## config.mk

```make
export PLATFORM = sky130hd
export DESIGN_NAME = hazard_ctrl
export DESIGN_NICKNAME = d
export VERILOG_FILES = /design/src/rtl/hazard_ctrl.sv
export SDC_FILE = /design/constraint.sdc
export NUM_CORES = 1
export LEC_CHECK = 0
export BUFFER_PORTS_ARGS = -buffer_cell sky130_fd_sc_hd__buf_2
export CORE_MARGIN = 4
export CORE_UTILIZATION = 56
export CTS_CLUSTER_SIZE = 10
export DETAILED_ROUTE_END_ITERATION = 10
export PLACE_DENSITY = 0.82
export SLEW_MARGIN = 40
export SYNTH_ARGS = -nofsm -noshare
export SYNTH_HDL_FRONTEND = slang
export SYNTH_SLANG_ARGS = --single-unit
```

## constraint.sdc

```tcl
create_clock -name clk -period 4.7 [get_ports clk]
set_clock_uncertainty 0.2 [all_clocks]
set_input_delay 0.235 -clock clk [delete_from_list [all_inputs] [get_ports clk]]
set_output_delay 0.235 -clock clk [all_outputs]
set_load 0.005 [all_outputs]
```

## src/rtl/hazard_ctrl.sv

```systemverilog
// Hazard and stall controller for the five-stage pipe: load-use bubbles,
// branch/jump redirects, data-memory freeze with a timeout trap, and event counters.
module hazard_ctrl #(
    parameter int MEM_TIMEOUT = 255,
    parameter int CNT_W       = 16
) (
    input  logic             clk,
    input  logic             reset,
    input  logic [4:0]       id_rs1,
    input  logic [4:0]       id_rs2,
    input  logic             id_use_rs1,
    input  logic             id_use_rs2,
    input  logic [4:0]       ex_rd,
    input  logic             ex_mem_read,
    input  logic             ex_redirect,
    input  logic             mem_req,
    input  logic             mem_ready,
    output logic             pc_stall,
    output logic             if_id_stall,
    output logic             if_id_flush,
    output logic             id_ex_valid,
    output logic             id_ex_flush,
    output logic             ex_mem_stall,
    output logic             mem_wb_flush,
    output logic             mem_err,
    output logic [CNT_W-1:0] stall_cnt,
    output logic [CNT_W-1:0] flush_cnt
);

    // state | meaning
    // RUN   | normal operation
    // MWAIT | waiting on data memory
    // ERR   | trapped after a memory timeout, left only by reset
    typedef enum logic [1:0] {RUN, MWAIT, ERR} state_t;

    localparam int WC_W = $clog2(MEM_TIMEOUT) + 1;
    localparam logic [WC_W-1:0] WCNT_LAST = WC_W'(MEM_TIMEOUT - 1);

    state_t           state_q, state_d;
    logic [WC_W-1:0]  wcnt_q, wcnt_d;
    logic [CNT_W-1:0] stall_cnt_q, stall_cnt_d;
    logic [CNT_W-1:0] flush_cnt_q, flush_cnt_d;

    logic freeze, load_use, redirect_taken;

    always_comb begin
        freeze   = (state_q == ERR) || (mem_req && !mem_ready);
        load_use = ex_mem_read && (ex_rd != 5'd0) &&
                   ((id_use_rs1 && (id_rs1 == ex_rd)) || (id_use_rs2 && (id_rs2 == ex_rd)));

        pc_stall       = 1'b0;
        if_id_stall    = 1'b0;
        if_id_flush    = 1'b0;
        id_ex_valid    = 1'b0;
        id_ex_flush    = 1'b0;
        ex_mem_stall   = 1'b0;
        mem_wb_flush   = 1'b0;
        redirect_taken = 1'b0;

        // Outputs are forced quiet while reset is held, even id_ex_valid.
        if (!reset) begin
            if (freeze) begin
                pc_stall     = 1'b1;
                if_id_stall  = 1'b1;
                ex_mem_stall = 1'b1;
                mem_wb_flush = 1'b1;
            end else if (ex_redirect) begin
                redirect_taken = 1'b1;
                if_id_flush    = 1'b1;
                id_ex_flush    = 1'b1;
                id_ex_valid    = 1'b1;
            end else if (load_use) begin
                pc_stall    = 1'b1;
                if_id_stall = 1'b1;
                id_ex_flush = 1'b1;
                id_ex_valid = 1'b1;
            end else begin
                id_ex_valid = 1'b1;
            end
        end
    end

    always_comb begin
        state_d     = state_q;
        wcnt_d      = wcnt_q;
        stall_cnt_d = stall_cnt_q;
        flush_cnt_d = flush_cnt_q;

        if (state_q != ERR) begin
            if (freeze) begin
                if (wcnt_q == WCNT_LAST) begin
                    state_d = ERR;
                end else begin
                    wcnt_d  = wcnt_q + WC_W'(1);
                    state_d = MWAIT;
                end
            end else begin
                wcnt_d  = '0;
                state_d = RUN;
            end
        end

        if (pc_stall && (stall_cnt_q != '1)) stall_cnt_d = stall_cnt_q + CNT_W'(1);
        if (redirect_taken && (flush_cnt_q != '1)) flush_cnt_d = flush_cnt_q + CNT_W'(1);
    end

    always_ff @(posedge clk or posedge reset) begin
        if (reset) begin
            state_q     <= RUN;
            wcnt_q      <= '0;
            stall_cnt_q <= '0;
            flush_cnt_q <= '0;
        end else begin
            state_q     <= state_d;
            wcnt_q      <= wcnt_d;
            stall_cnt_q <= stall_cnt_d;
            flush_cnt_q <= flush_cnt_d;
        end
    end

    assign mem_err   = (state_q == ERR);
    assign stall_cnt = stall_cnt_q;
    assign flush_cnt = flush_cnt_q;

endmodule

```

==> results.json <==
{
  "layout-drive-gt1-share_pct": 28.62,
  "hold_viol_final": 0,
  "start_util_pct": 60.28,
  "wl_per_cell_um": 14.67,
  "numCtsBuffers": 5,
  "grt_pass1_vias": 1711,
  "seqCellArea_um2": 1076,
  "ant_nets": 0,
  "syn_area_um2": 2290,
  "first_pass_iters": 4,
  "crit_path_end_kind": "flop",
  "max_freq_ghz": 0.4032,
  "area_growth_pct": 20.44,
  "drtIter0Drc": 99,
  "timing.setup.tns_ns": 0,
  "antenna_found_initial": 0,
  "critPathLaunchType": "flop",
  "outcome": "finished, final reports clean",
  "path_class": "reg2reg",
  "async_reset_ff_share_pct": 100.0,
  "p_leak_nw": 1.384,
  "dp_hpwl_mm": 3.557,
  "setup_ws_ns": 2.220,
  "cts_max_level": 2,
  "slew_violations": 0,
  "wl_mm": 4.960,
  "clock_sinks": 43,
  "relSlewSlack_pct": 59.72,
  "design_area_um2": 2758,
  "grt_start_max_net_pins": 32,
  "die_h_um": 71.95,
  "timing.rr.end": "stall_cnt[1]",
  "nets": 316,
  "antenna_cells": 0,
  "finalCriticalPeriod_ns": 2.480,
  "dp.cells": 329,
  "cts_tree": "done",
  "reg2reg_slack_ns": 2.22,
  "rows": 22,
  "drcViolationCount": 0,
  "syn_inst": 223,
  "worstHoldEndpoint": "flush_cnt[0]",
  "post_dp_cell_area_um2": 2633,
  "core_area_um2": 3799,
  "rr_startpoint": "stall_cnt[0]",
  "cap_violations": 0,
  "path_buf_inv": 0,
  "critPathArrivalTime_ns": 2.46,
  "cp_top_family": "simple AND/OR/NAND/NOR gates",
  "synth_edf_count": 0,
  "io_buffers": 62,
  "hp-class": "in2reg",
  "clk_path_buf_depth": 2,
  "synth_cell_type_count": 42,
  "vias": 1865,
  "die-area_um2": 5176,
  "place_ws_ns": 2.077,
  "hold_path.startpoint": "ex_redirect",
  "synth_area_per_cell_um2": 10.27,
  "synth_seq_area_share_pct": 46.99,
  "overflow": 0,
  "period_share_pct": 52.77,
  "clkTransAtPathRegs_ns": 0.08,
  "slowest_delay_ns": 0.45,
  "n_fill_cell": 280,
  "ys_warn_count": 0,
  "io_pins": 63,
  "multi_input_area_um2": 1151,
  "routabilityCongestion": 0.8494,
  "grt.total_usage_pct": 20.44,
  "synth_top_flop_cell": "dfrtp_1",
  "insertion_delay_ns": 0.30,
  "fin_cells": 338,
  "hold_depth": 4,
  "cellPowerDensity_nw_per_um2": 346.3,
  "ir_worst_vdd_uv": 278.6,
  "cp_max_fo": 14,
  "syn-num-nets": 250,
  "synth.ff_latch_count": 43,
  "required_ns": 4.68,
  "crit_chain": "ha_1 > nand4_1 > or3_1 > nor2_2 > nor2_1 > mux2_4",
  "slowest_stage": "nor2_2",
  "routed_via_density": 5.518,
  "cts_resized": 0,
  "grt_pass1_wl_mm": 8.300,
  "reg2reg_depth": 6,
  "die_w_um": 71.95,
  "rsz0062_at_grt": "false",
  "root_buffer": "clkbuf_8",
  "worst_slew_pin_slew_ns": 0.6019,
  "setup_violations": 0
}
-- cells in the mapped netlist (2+ instances only) --
| master | n | share of area [%] |
|---|---|---|
| or3_1 | 2 | 0.55 |
| and3_1 | 7 | 1.9 |
| o31ai_1 | 2 | 0.66 |
| or4_1 | 2 | 0.66 |
| ha_1 | 4 | 2.2 |
| nor4_1 | 7 | 1.9 |
| o21ai_0 | 11 | 2.4 |
| nor3_1 | 7 | 1.5 |
| nor2_1 | 19 | 3.1 |
| nand2_1 | 18 | 3.0 |
| xor2_1 | 21 | 8.0 |
| dfrtp_1 | 43 | 47 |
| buf_4 | 2 | 0.66 |
| xnor2_1 | 20 | 7.7 |
| nand4_1 | 9 | 2.5 |
| inv_1 | 8 | 1.3 |
| nand3_1 | 15 | 3.3 |
| nor4b_1 | 2 | 0.77 |
-- cell usage in the layout (no fill, tap or decap), types with 2 or more instances in the layout --
master	n
nand2_1	18
o31ai_1	2
xnor2_1	20
or3_1	2
o21ai_0	11
or4_1	2
nor4_1	7
nor2_2	2
buf_2	62
nand3_1	15
nor3_1	7
and3_1	7
nor2_1	18
inv_1	8
clkbuf_8	5
nor4b_1	2
nand4_1	9
xor2_1	21
ha_1	4
dfrtp_1	43
-- what timing repair did --
item                      4_1_cts  5_1_grt
hold endpoints to repair       12        0
hold buffers                    1        0
setup buffers                   0        0
-- sequential cells by signal, summed over array words and instances, names as in the netlist --
name / cells
flush_cnt: 16
stall_cnt: 16
wcnt_q: 9
state_q: 2
-- power breakdown --
group          total [mW]  internal (mW)  switching [mW]
combinational       0.188         0.0979          0.0901
clock               0.287          0.158           0.129
sequential          0.480          0.419          0.0607
total               0.955          0.675           0.280
-- tightest hold or removal path: stages --
cell and delay, ns:
buf_2 0.12, nor4b_4 0.15, o41ai_4 0.10, xnor2_1 0.08
-- worst max-delay path by stage --
stage,from,to,cells after the start
after floorplan,stall_cnt[0],stall_cnt[11],7
after global placement,stall_cnt[0],stall_cnt[1],6
after detailed placement,stall_cnt[0],stall_cnt[1],6
after CTS,stall_cnt[0],stall_cnt[1],6
after global routing,stall_cnt[0],stall_cnt[1],6
final,stall_cnt[0],stall_cnt[1],6
-- area by class of cell --
type | count | area share (%)
Clock buffer | 5 | 2.495
Sequential cell | 43 | 39.02
Timing Repair Buffer | 64 | 11.89
Clock inverter | 3 | 1.588
Multi-Input combinational cell | 167 | 41.74
Tap cell | 48 | 2.178
Inverter | 8 | 1.089
-- cells by family after synthesis --
family | share of synthesized area [%]
buf+inv | 2.841
compound gates | 6.448
simple gates | 24.21
mux | 1.639
xor+xnor | 15.68
flops | 46.99
fa+ha+maj | 2.186
-- layer usage --
| layer | track usage (%) | vias to the layer above | wire, um |
|---|---|---|---|
| met2 | 33.78 | 50 | 2394 |
| met1 | 26.64 | 888 | 2228 |
| met3 | 4.155 | 8 | 256 |
| met5 | 0 | - | 0 |
| li1 | - | 919 | - |
| met4 | 7.516 | 0 | 80 |
-- stage by stage --
stage / utilization [%] / hold slack [ns] / total power [mW]
2_1_floorplan: - / 0.2436 / 0.5866
3_3_place_gp: 69.30 / 0.1302 / 0.6698
3_5_place_dp: 69.30 / 0.1363 / 0.6739
4_1_cts: 72.53 / 0.2095 / 0.9624
5_1_grt: 72.60 / 0.2408 / 1.011
6_report: 72.60 / 0.2213 / 0.9550
No activity file was read; power rests on OpenSTA's default activity.
